$ cat src/rtl/fetch_unit_pkg.sv
// fetch_unit_pkg: shared fetch constants (instruction width, PC increment, NOP encoding)
package fetch_unit_pkg;
  localparam int INSTR_W = 32;
  localparam logic [31:0] PC_INC = 32'd4;
  localparam logic [31:0] NOP_INSTR = 32'h0000_0013;
endpackage

$ cat src/rtl/fetch_queue.sv
// fetch_queue: synchronous FIFO with push/pop/flush/count, async active-high reset
module fetch_queue #(
  parameter int W = 32,
  parameter int DEPTH = 2,
  localparam int AW = DEPTH > 1 ? $clog2(DEPTH) : 1,
  localparam int CW = $clog2(DEPTH + 1)
) (
  input  logic          clk,
  input  logic          rst,
  input  logic          push,
  input  logic          pop,
  input  logic          flush,
  input  logic [W-1:0]  din,
  output logic [W-1:0]  dout,
  output logic [CW-1:0] count
);
  logic [W-1:0] mem [DEPTH];
  logic [AW-1:0] rd_ptr, wr_ptr;
  logic do_push, do_pop;
  function automatic logic [AW-1:0] nxt(input logic [AW-1:0] p);
    return p == AW'(DEPTH - 1) ? '0 : p + 1'b1;
  endfunction
  assign do_pop = pop && count != '0;
  assign do_push = push && (count != CW'(DEPTH) || do_pop);
  assign dout = mem[rd_ptr];
  always_ff @(posedge clk or posedge rst) begin
    if (rst) begin
      rd_ptr <= '0;
      wr_ptr <= '0;
      count <= '0;
      for (int i = 0; i < DEPTH; i++) mem[i] <= '0;
    end else if (flush) begin
      rd_ptr <= '0;
      wr_ptr <= '0;
      count <= '0;
    end else begin
      if (do_push) begin
        mem[wr_ptr] <= din;
        wr_ptr <= nxt(wr_ptr);
      end
      if (do_pop) rd_ptr <= nxt(rd_ptr);
      count <= count + CW'(do_push) - CW'(do_pop);
    end
  end
endmodule

$ cat src/rtl/fetch_unit.sv
// fetch_unit: PC, credit-limited imem requests, in-order decode queue, redirect flush; FETCH_MISALIGN_CHECK_EN enables misaligned-redirect fault
module fetch_unit
  import fetch_unit_pkg::*;
#(
  parameter logic [31:0] RESET_PC = 32'h0000_0000,
  parameter int QUEUE_DEPTH = 2
) (
  input  logic               clk,
  input  logic               rst,
  output logic               imem_req,
  output logic [31:0]        imem_addr,
  input  logic               imem_gnt,
  input  logic               imem_rvalid,
  input  logic [INSTR_W-1:0] imem_rdata,
  output logic               dec_valid,
  input  logic               dec_ready,
  output logic [INSTR_W-1:0] dec_instr,
  output logic [31:0]        dec_pc,
  input  logic               redirect_valid,
  input  logic [31:0]        redirect_pc,
  output logic               fetch_fault,
  output logic [31:0]        fault_pc
);
  localparam int CW = $clog2(QUEUE_DEPTH + 1);
  localparam int DW = $clog2(2 * QUEUE_DEPTH + 1);
  logic [31:0] pc, pcq_dout;
  logic [DW-1:0] discard_cnt;
  logic [CW-1:0] live_cnt, occ;
  logic [INSTR_W+31:0] iq_dout;
  logic grant, accept;
  assign grant = imem_req && imem_gnt;
  assign accept = imem_rvalid && discard_cnt == '0;
  assign imem_addr = pc;
  assign imem_req = !rst && !fetch_fault && !redirect_valid && ({1'b0, live_cnt} + {1'b0, occ}) < (CW + 1)'(QUEUE_DEPTH);
  assign dec_valid = occ != '0 && !redirect_valid;
  assign dec_instr = iq_dout[INSTR_W+31:32];
  assign dec_pc = iq_dout[31:0];
  fetch_queue #(.W(32), .DEPTH(QUEUE_DEPTH)) u_pcq (
    .clk(clk), .rst(rst), .push(grant), .pop(accept), .flush(redirect_valid),
    .din(pc), .dout(pcq_dout), .count(live_cnt)
  );
  fetch_queue #(.W(INSTR_W + 32), .DEPTH(QUEUE_DEPTH)) u_iq (
    .clk(clk), .rst(rst), .push(accept && !redirect_valid), .pop(dec_valid && dec_ready),
    .flush(redirect_valid), .din({imem_rdata, pcq_dout}), .dout(iq_dout), .count(occ)
  );
  always_ff @(posedge clk or posedge rst) begin
    if (rst) begin
      pc <= RESET_PC;
      discard_cnt <= '0;
    end else if (redirect_valid) begin
      pc <= redirect_pc & ~32'h3;
      discard_cnt <= discard_cnt + DW'(live_cnt) + DW'(grant) - DW'(imem_rvalid);
    end else begin
      if (grant) pc <= pc + PC_INC;
      if (imem_rvalid && discard_cnt != '0) discard_cnt <= discard_cnt - 1'b1;
    end
  end
`ifdef FETCH_MISALIGN_CHECK_EN
  always_ff @(posedge clk or posedge rst) begin
    if (rst) begin
      fetch_fault <= 1'b0;
      fault_pc <= '0;
    end else if (redirect_valid) begin
      fetch_fault <= |redirect_pc[1:0];
      if (|redirect_pc[1:0]) fault_pc <= redirect_pc;
    end
  end
`else
  assign fetch_fault = 1'b0;
  assign fault_pc = '0;
`endif
  a_rvalid_tracked: assert property (@(posedge clk) disable iff (rst) imem_rvalid |-> (live_cnt != '0 || discard_cnt != '0));
endmodule

$ cat config.mk
export PLATFORM = sky130hd
export DESIGN_NAME = fetch_unit
export DESIGN_NICKNAME = d
export VERILOG_FILES = /design/src/rtl/fetch_unit_pkg.sv /design/src/rtl/fetch_queue.sv /design/src/rtl/fetch_unit.sv
export SDC_FILE = /design/constraint.sdc
export NUM_CORES = 1
export LEC_CHECK = 0
export ABC_CLOCK_PERIOD_IN_PS = 5400
export CORE_MARGIN = 2
export CORE_UTILIZATION = 54
export DETAILED_ROUTE_END_ITERATION = 8
export PLACE_DENSITY_LB_ADDON = 0.12
export SLEW_MARGIN = 30
export SYNTH_ARGS = -nofsm -noshare
export SYNTH_HDL_FRONTEND = slang
export SYNTH_HIERARCHICAL = 1
export SYNTH_SLANG_ARGS = --single-unit
$ cat constraint.sdc
create_clock -name clk -period 5.4 [get_ports clk]
set_input_delay 0.54 -clock clk [delete_from_list [all_inputs] [get_ports clk]]
set_output_delay 0.54 -clock clk [all_outputs]
set_load 0.01 [all_outputs]
* After elaboration in Yosys (flattened, before gate mapping)
Cells that the tools add are included.
Operators by class: shift-type cells 0, $add $sub $neg 14, multipliers 0, reduce and logical (&&, ||, !) cells 30, equality and inequality tests 2, bitwise operators 5, divide/modulo/power cells 0, order comparisons 7, mux-type cells 30
Operators by type and width (number):
- two-way mux 64 bit | 4
- two-way mux 32 bit | 6
- bitwise mux 128 bit | 1
- bitwise mux 64 bit | 1
- demux 64 bit (select 1 bit) | 1
- adder 32 x 3 -> 32 bit (second input constant) | 1
- demux 32 bit (select 1 bit) | 1
- nonzero test 2 bit | 8
- logical AND 1 bit | 14
- two-way mux 1 bit | 12
- >= comparator 2 bit (second input constant) | 4
- NOT 1 -> 2 bit | 4
- two-way mux 3 bit | 2
- adder 1 bit (second input constant) | 4
- adder 2 x 1 -> 2 bit | 2
- less-than comparator 2 x 1 -> 1 bit (second input constant) | 2
- two-way mux 2 bit | 2
- inequality test 2 bit (second input constant) | 2
- AND reduction 2 bit | 2
- subtractor 2 x 1 -> 2 bit | 2
- adder 2 x 2 -> 3 bit | 1
- adder 3 x 1 -> 3 bit | 1
- adder 3 x 2 -> 3 bit | 1
- logical NOT 3 bit | 1
- 7 further kinds | 9
Storage, ports and cells: bits in latches 0, bits of input ports 70, register bits after elaboration 235, memories 0, memory bits (read-only) 0, RAM bits 0, output and inout port bits 131

* Longest topological paths before layout
Gate-level depths: netlist (run 1).
word-level depth 9, mapped depth 12

* Hierarchy
Netlist (run 1), hierarchy kept.
Modules (own cells, without submodules):
- fetch_queue at u_iq | times used 1, cells an instance 364, area an instance 5973.2 sq um
- fetch_queue at u_pcq | times used 1, cells an instance 194, area an instance 3100.5 sq um
- fetch_unit | times used 1, cells an instance 285, area an instance 2428.6 sq um

* Worst setup path before layout (run 1)
No wires, ideal clock.
kind flip-flop to flip-flop, from register u_iq.count[0], to register discard_cnt[2], slack 2.604 ns, cell stages (with the launch flop) 12, arrival 2.717 ns, data required time 5.320 ns, library setup time 0.080 ns, cells stage by stage dfrtp_1 > and2_1 > fa_1 > nor4_4 > nand2_1 > inv_2 > buf_2 > fa_1 > fa_1 > xor2_1 > a21oi_1 > xnor2_1
Between the ends: word-level cells in the longest chain between the ends 7
RTL lines:
- start, declared | line fetch_queue.sv:15 | output logic [CW-1:0] count
- start signal, assigned | line fetch_queue.sv:42 | count <= count + CW'(do_push) - CW'(do_pop);
- adder 2 x 2 -> 3 bit | line fetch_unit.sv:34 | assign imem_req = !rst && !fetch_fault && !redirect_valid && ({1'b0, live_cnt} + {1'b0, occ}) < (CW + 1)'(QUEU ...
- less-than comparator 3 x 2 -> 1 bit | line fetch_unit.sv:34
- logical AND 1 bit | line fetch_unit.sv:34
- via imem_req | line fetch_unit.sv:10 | output logic imem_req,
- logical AND 1 bit | line fetch_unit.sv:31 | assign grant = imem_req && imem_gnt;
- via grant | line fetch_unit.sv:30 | logic grant, accept;
- adder 3 x 1 -> 3 bit | line fetch_unit.sv:52 | discard_cnt <= discard_cnt + DW'(live_cnt) + DW'(grant) - DW'(imem_rvalid);
- subtractor 3 x 1 -> 3 bit | line fetch_unit.sv:52
- two-way mux 3 bit | line fetch_unit.sv:50 | end else if (redirect_valid) begin
- end signal, assigned | line fetch_unit.sv:52
- end signal, assigned | line fetch_unit.sv:55 | if (imem_rvalid && discard_cnt != '0) discard_cnt <= discard_cnt - 1'b1;
- end, declared | line fetch_unit.sv:27 | logic [DW-1:0] discard_cnt;
The timed path passes the listed nets, and every way through them passes these cells. A chain may end at the register's enable or synchronous reset.

* Final worst setup path (run 1)
from register u_pcq.count[0], to register u_pcq/mem[2] (netlist bit)
Between the ends: word-level cells in the longest chain between the ends 6, elaborated cells on any way between the ends 10
RTL lines:
- start, declared | line fetch_queue.sv:15
- start signal, assigned | line fetch_queue.sv:42
- adder 2 x 2 -> 3 bit | line fetch_unit.sv:34
- less-than comparator 3 x 2 -> 1 bit | line fetch_unit.sv:34
- logical AND 1 bit | line fetch_unit.sv:34
- logical AND 1 bit | line fetch_unit.sv:31
- logical AND 1 bit * | line fetch_queue.sv:24 | assign do_push = push && (count != CW'(DEPTH) || do_pop);
- AND reduction 2 bit (no source line) *
- end signal, assigned by index | line fetch_queue.sv:38 | mem[wr_ptr] <= din;
- end, declared | line fetch_queue.sv:17 | logic [W-1:0] mem [DEPTH];
Every way passes the cells marked *; elsewhere a longest branch is shown, timed or not.

==> results of run 1 <==
-- stage by stage --
step	instance area, sq um	power, W	std cells	utilization, %	setup WS, ns
finish	14100	0.00575	1299	67.2	1.72
global route	14100	0.00607	1299	67.2	1.49
CTS	14100	0.00581	1299	67.1	1.73
detailed placement	13200	0.00403	1253	63.0	1.64
global placement	13200	0.00398	1252	62.9	1.69
floorplan	11600	0.00335	881	-	1.33
-- kinds of logic (layout without fill, tap and decap cells) --
| group | count (synthesis) | in the layout | share of synthesized area [%] |
|---|---|---|---|
| muxes | 289 | 289 | 31.2 |
| DFF | 233 | 233 | 50.7 |
| and+or+nand+nor | 131 | 131 | 6.32 |
| buffers and inverters | 99 | 242 | 5.43 |
| AOI/OAI and AO/OA | 68 | 68 | 4.05 |
| adders and majority gates | 12 | 12 | 1.50 |
| xor gates and xnor gates | 10 | 10 | 0.761 |
| other | 1 | 39 | 0.0326 |
-- area by class of cell --
type / instances / area [sq um]
fillers: 1583 / 6880
flip-flops and latches: 233 / 5830
multi-input cells: 549 / 5220
repair buffers: 176 / 1740
clock buffers: 39 / 771
well taps: 275 / 344
clock inverters: 7 / 90.1
inverters: 20 / 82.6
-- power by group through the flow --
stage	combinational (W)	clock [W]	sequential, W
floorplan	0.000997	0	0.00235
global placement	0.00158	0	0.00240
detailed placement	0.00161	0	0.00242
CTS	0.00162	0.00180	0.00239
global route	0.00174	0.00188	0.00245
finish	0.00160	0.00176	0.00239
-- critical path, cell delays in order, from the launching register on --
cell	delay [ns]
dfrtp_1	0.43
and2_1	0.17
fa_1	0.47
nor4_4	0.35
nand2_1	0.13
inv_2	0.38
and4b_2	0.88
buf_4	0.41
mux2_4	0.33
-- state kept, by name, summed over array words and instances (netlist names) --
signal,cells
discard_cnt,3
imem_addr,30
u_iq/count,2
u_iq/mem,128
u_iq/rd_ptr,1
u_iq/wr_ptr,1
u_pcq/count,2
u_pcq/mem,64
u_pcq/rd_ptr,1
u_pcq/wr_ptr,1
-- synth_stat cells (all sizes together) (4+ instances only) --
cell	number
nand4	12
a21oi	4
inv	19
o311ai	8
xnor2	6
a32oi	4
mux2	288
buf	60
ha	9
and2	4
xor2	4
nand2	45
o21ai	23
dfrtp	233
o211ai	9
nor2	27
nand3	19
and3	5
clkbuf	19
a31oi	6
-- worst max-delay path by stage --
stage | from | endpoint | slack [ns] | cells past startpoint
2_1_floorplan | rst | u_iq/count[0] | 1.33 | 1
3_3_place_gp | imem_rvalid | u_iq/mem[25] | 1.69 | 6
3_5_place_dp | rst | u_pcq/mem[14] | 1.64 | 7
4_1_cts | u_pcq/count[0] | u_pcq/mem[2] | 1.73 | 8
5_1_grt | u_iq/count[0] | u_pcq/mem[8] | 1.49 | 8
6_report | u_pcq/count[0] | u_pcq/mem[2] | 1.72 | 8
-- metal layers --
| layer | vias up | share of wire (%) | global-route usage (%) |
|---|---|---|---|
| li1 | 3278 | - | - |
| met1 | 3621 | 45 | 32.2 |
| met2 | 197 | 47 | 35.5 |
| met3 | 42 | 5.4 | 3.23 |
| met4 | 2 | 2.2 | 6.37 |
| met5 | - | 0.053 | 0 |
==> results.sh, run 1 <==
export IMPL_status="finished clean"
export IMPL_r2r_slack_ns=1.72
export IMPL_grt_max_degree=102
export IMPL_grt_pass1_wl_um=39800
export IMPL_worst_slew_pin_slew_ns=0.843
export IMPL_reg2reg_from="u_pcq/count[0]"
export IMPL_dieArea_sq_mm=0.0225
export IMPL_ys_ff_latch=233
export IMPL_fin_crit_sh_pct=68.2
export IMPL_pin_count=201
export IMPL_routed_wl_um=24500
export IMPL_final_cell_mix="dfrtp_1 (232), mux2_2 (194), clkdlybuf4s50_1 (162), mux2_4 (90), nand2_1 (44)"
export IMPL_rows=53
export IMPL_hold_viol_final=0
export IMPL_final_antenna_net_count=0
export IMPL_ir_worst_vdd_v=0.000306
export IMPL_yosysTopAreaCell="dfrtp_1"
export IMPL_syn_avg_cell_area_sq_um=13.6
export IMPL_min_from="u_iq/mem[22]"
export IMPL_crit_type="reg2reg"
export IMPL_clock_sinks=233
export IMPL_setup_tns_final_ns=0
export IMPL_overflow=0
export IMPL_drt_drc_violations_left=0
export IMPL_initial_utilization_pct=54.9
export IMPL_htreeDepth=1
export IMPL_drive_gt1_share_pct=34.8
export IMPL_place_gp_congestion=0.773
export IMPL_synth_enable_flop_cells=0
export IMPL_hp_class="reg2reg"
export IMPL_power_density_mw_per_mm2=409
export IMPL_seqPwrFrac_pct=41.6
export IMPL_grtUsageTotal_pct=22.4
export IMPL_skew_ns=0.0176
export IMPL_internal_power_w=0.00425
export IMPL_synthDistinctLibCells=49
export IMPL_cts_max_path_buffers=3
export IMPL_clk_latency_ns=0.52
export IMPL_grt_pass1_vias=7292
export IMPL_ff2ff_path_depth=8
export IMPL_power_switching_w=0.00150
export IMPL_start_kind="flop"
export IMPL_area_growth_pct=22.4
export IMPL_hold_path_cell_count=1
export IMPL_fp_dieH_um=150
export IMPL_cp_required_ns=5.81
export IMPL_clk_pin_slew_ns=0.06
export IMPL_cts_root_buf="clkbuf_16"
export IMPL_coreArea_sq_mm=0.0210
export IMPL_yosys_area_top_type_share_pct=50.7
export IMPL_setup_viol=0
export IMPL_synthArstFlopShare_pct=100
export IMPL_max_freq_mhz=272
export IMPL_switching_share_pct=26.2
export IMPL_reg2reg_to="u_pcq/mem[2]"
export IMPL_max_cap_violations=0
export IMPL_cts_hold_buf=0
export IMPL_ys_warn_count=6
export IMPL_dpl_hpwl_um=15600
export IMPL_via_count=7140
export IMPL_syn_inst=843
export IMPL_vias_per_cell=5.50
export IMPL_drt_iter0_markers=268
export IMPL_mostFrequentLayoutCell="dfrtp_1"
export IMPL_ys_top_cells_by_area="dfrtp_1 (51%), mux2_2 (19%), mux2_4 (12%), buf_4 (2.7%), nand2_1 (1.4%)"
export IMPL_whs_ns=0.487
export IMPL_comb_power_share_pct=27.8
export IMPL_min_period_ns=3.68
export IMPL_wire_per_inst_um=18.9
export IMPL_cts_resized=0
export IMPL_crit_arrival_ns=4.09
export IMPL_p_clk_share_pct=30.6
export IMPL_min_to="u_iq/mem[22]"
export IMPL_rsz0062_at_grt="false"
export IMPL_cts_setup_buffers=0
export IMPL_numCtsBuffers=26
export IMPL_n_antenna_cell=0
export IMPL_synth_seq_area_share_pct=50.7
export IMPL_chipWidth_um=150
export IMPL_relSlewSlack_pct=43.8
export IMPL_crit_fanout=20
export IMPL_antenna_found_initial=1
export IMPL_p_leak_nw=6.43
export IMPL_layout_nets=1088
export IMPL_worstSetupEndpointType="flop"
export IMPL_synth_top_flop_cell="dfrtp_1"
export IMPL_syn_area_sq_mm=0.0115
export IMPL_maxSlewViolCount=0
export IMPL_cts_tree="yes"
export IMPL_first_pass_iters=4
export IMPL_portBuffers=163
Power figures use the tool's default switching activity.
==> run 2, diff against run 1 <==
Settings changed: ABC_CLOCK_PERIOD_IN_PS 5400 to 3500.
Clock period 5.4 ns to 3.5 ns, I/O delays scaled along.
==> run 2 against run 1 <==
Against the previous run:
- via count grew 0.36%
- clock-buffer cell count grew 2
- die area is the same
- flip-flop and latch count is the same
- sequential share of layout area shrank 0.15 points
- non-clock buffer count grew 7
- sequential power grew 55%
- global-route usage shrank 0.26 points
- maximum frequency grew 23%
- critical path depth grew 1
- clock power grew 48%
- critical path type unchanged
- critical endpoint is now u_pcq/mem[41]
==> results.sh, run 2 (synthesis gave the netlist of run 1 again) <==
export IMPL_cp_required_ns=3.90
export IMPL_crit_type="reg2reg"
export IMPL_crit_fanout=25
export IMPL_numCtsBuffers=26
export IMPL_grt_pass1_vias=7250
export IMPL_clock_sinks=233
export IMPL_antenna_found_initial=1
export IMPL_rsz0062_at_grt="false"
export IMPL_start_kind="flop"
export IMPL_status="finished clean"
export IMPL_dieArea_sq_mm=0.0225
export IMPL_utilization_pct=67.4
export IMPL_ir_worst_vdd_v=0.000402
export IMPL_r2r_slack_ns=0.51
export IMPL_final_cell_mix="dfrtp_1 (232), mux2_2 (194), clkdlybuf4s50_1 (162), mux2_4 (90), nand2_1 (44)"
export IMPL_grt_max_degree=81
export IMPL_fp_dieH_um=150
export IMPL_largest_reg_flops=128
export IMPL_min_period_ns=2.99
export IMPL_crit_chain="and2_1 -> fa_1 -> nor4_4 -> nand2_1 -> inv_2 -> buf_4 -> nand3_2 -> buf_4 -> mux2_2"
export IMPL_grt_util_met1_pct=31.7
export IMPL_skew_ns=0.0110
export IMPL_grt_pass1_wl_um=39400
export IMPL_n_antenna_cell=0
export IMPL_hp_class="in2reg"
export IMPL_overflow=0
export IMPL_via_count=7166
export IMPL_first_pass_iters=5
export IMPL_top_usage_layer="met2"
export IMPL_clk_pin_slew_ns=0.06
export IMPL_crit_top_cell="buf_4"
export IMPL_worstSetupEndpointType="flop"
export IMPL_cts_resized=0
export IMPL_area_growth_pct=22.9
export IMPL_top_register="u_iq/mem"
export IMPL_coreArea_sq_mm=0.0210
export IMPL_clk_latency_ns=0.52
export IMPL_rows=53
export IMPL_setup_slack_ns=0.513
export IMPL_drt_iter0_markers=342
export IMPL_final_antenna_net_count=0
export IMPL_drive_gt1_share_pct=35.2
export IMPL_fin_crit_sh_pct=85.3
export IMPL_power_density_mw_per_mm2=620
export IMPL_max_cap_violations=0
export IMPL_cp_slowest_stage_delay_ns=0.47
export IMPL_cts_root_buf="clkbuf_16"
export IMPL_p_leak_nw=6.46
export IMPL_htreeDepth=1
export IMPL_dpl_hpwl_um=16000
export IMPL_pre_cts_ws_ns=0.489
export IMPL_initial_utilization_pct=54.9
export IMPL_wire_per_inst_um=19.0
export IMPL_cts_setup_buffers=0
export IMPL_grt_util_met3_pct=3.45
export IMPL_slowest_stage="fa_1"
export IMPL_drt_drc_violations_left=0
export IMPL_portBuffers=163
export IMPL_maxSlewViolCount=0
export IMPL_routed_wl_um=24800
export IMPL_layout_nets=1095
export IMPL_mostFrequentLayoutCell="dfrtp_1"
export IMPL_grtUsageTotal_pct=22.1
export IMPL_setup_viol=0
export IMPL_setup_tns_final_ns=0
export IMPL_relSlewSlack_pct=48.7
export IMPL_pin_count=201
export IMPL_cts_hold_buf=0
export IMPL_chipWidth_um=150
export IMPL_crit_family="simple AND/OR/NAND/NOR gates"
export IMPL_vias_per_cell=5.50
export IMPL_place_gp_congestion=0.815
export IMPL_cts_tree="yes"
export IMPL_worst_slew_pin_slew_ns=0.768
export IMPL_max_freq_mhz=335
export IMPL_cts_max_path_buffers=3
export IMPL_grtUsageMet2_pct=35.7
export IMPL_worst_path_buf_inv=3
export IMPL_crit_arrival_ns=3.38
export IMPL_hold_viol_final=0
## run 2: area by class of cell
type                            instances  area, sq um
Fill cell                            1559         6820
Sequential cell                       233         5830
Multi-Input combinational cell        549         5210
Timing Repair Buffer                  183         1840
Clock buffer                           41          808
Tap cell                              275          344
Inverter                               20         78.8
Clock inverter                          3         15.0
## run 2: metrics by stage
| step | hold WS, ns | instance area (sq um) | total power [W] | instances |
|---|---|---|---|---|
| after global routing | 0.339 | 14100 | 0.00923 | 1304 |
| after global placement | 0.462 | 13300 | 0.00615 | 1260 |
| after floorplan | 0.416 | 11600 | 0.00517 | 881 |
| after detailed placement | 0.470 | 13300 | 0.00622 | 1260 |
| after CTS | 0.303 | 14100 | 0.00887 | 1304 |
| final | 0.324 | 14100 | 0.00877 | 1304 |
## run 2: worst paths after layout
check,startpoint,cells after the start,end
max,u_iq/count[0],9,u_pcq/mem[41]
min,redirect_valid,2,u_pcq/rd_ptr
max reg2reg,u_iq/count[0],9,u_pcq/mem[41]
min reg2reg,u_iq/mem[22],1,u_iq/mem[22]
max in group asynchronous,rst,3,u_pcq/mem[61]
min in group asynchronous,rst,3,discard_cnt[0]
## run 2: where the power goes
| part | switching [W] | total, W | internal [W] |
|---|---|---|---|
| clock | 0.00104 | 0.00260 | 0.00157 |
| sequential | 0.000374 | 0.00370 | 0.00332 |
| combinational | 0.000896 | 0.00247 | 0.00158 |
## run 2: per-layer routing
layer,share of wire [%],wire length [um],up-vias
met5,0.052,13,-
li1,-,-,3301
met4,1.8,436,2
met3,5.3,1320,37
met1,46,11400,3629
met2,47,11600,197
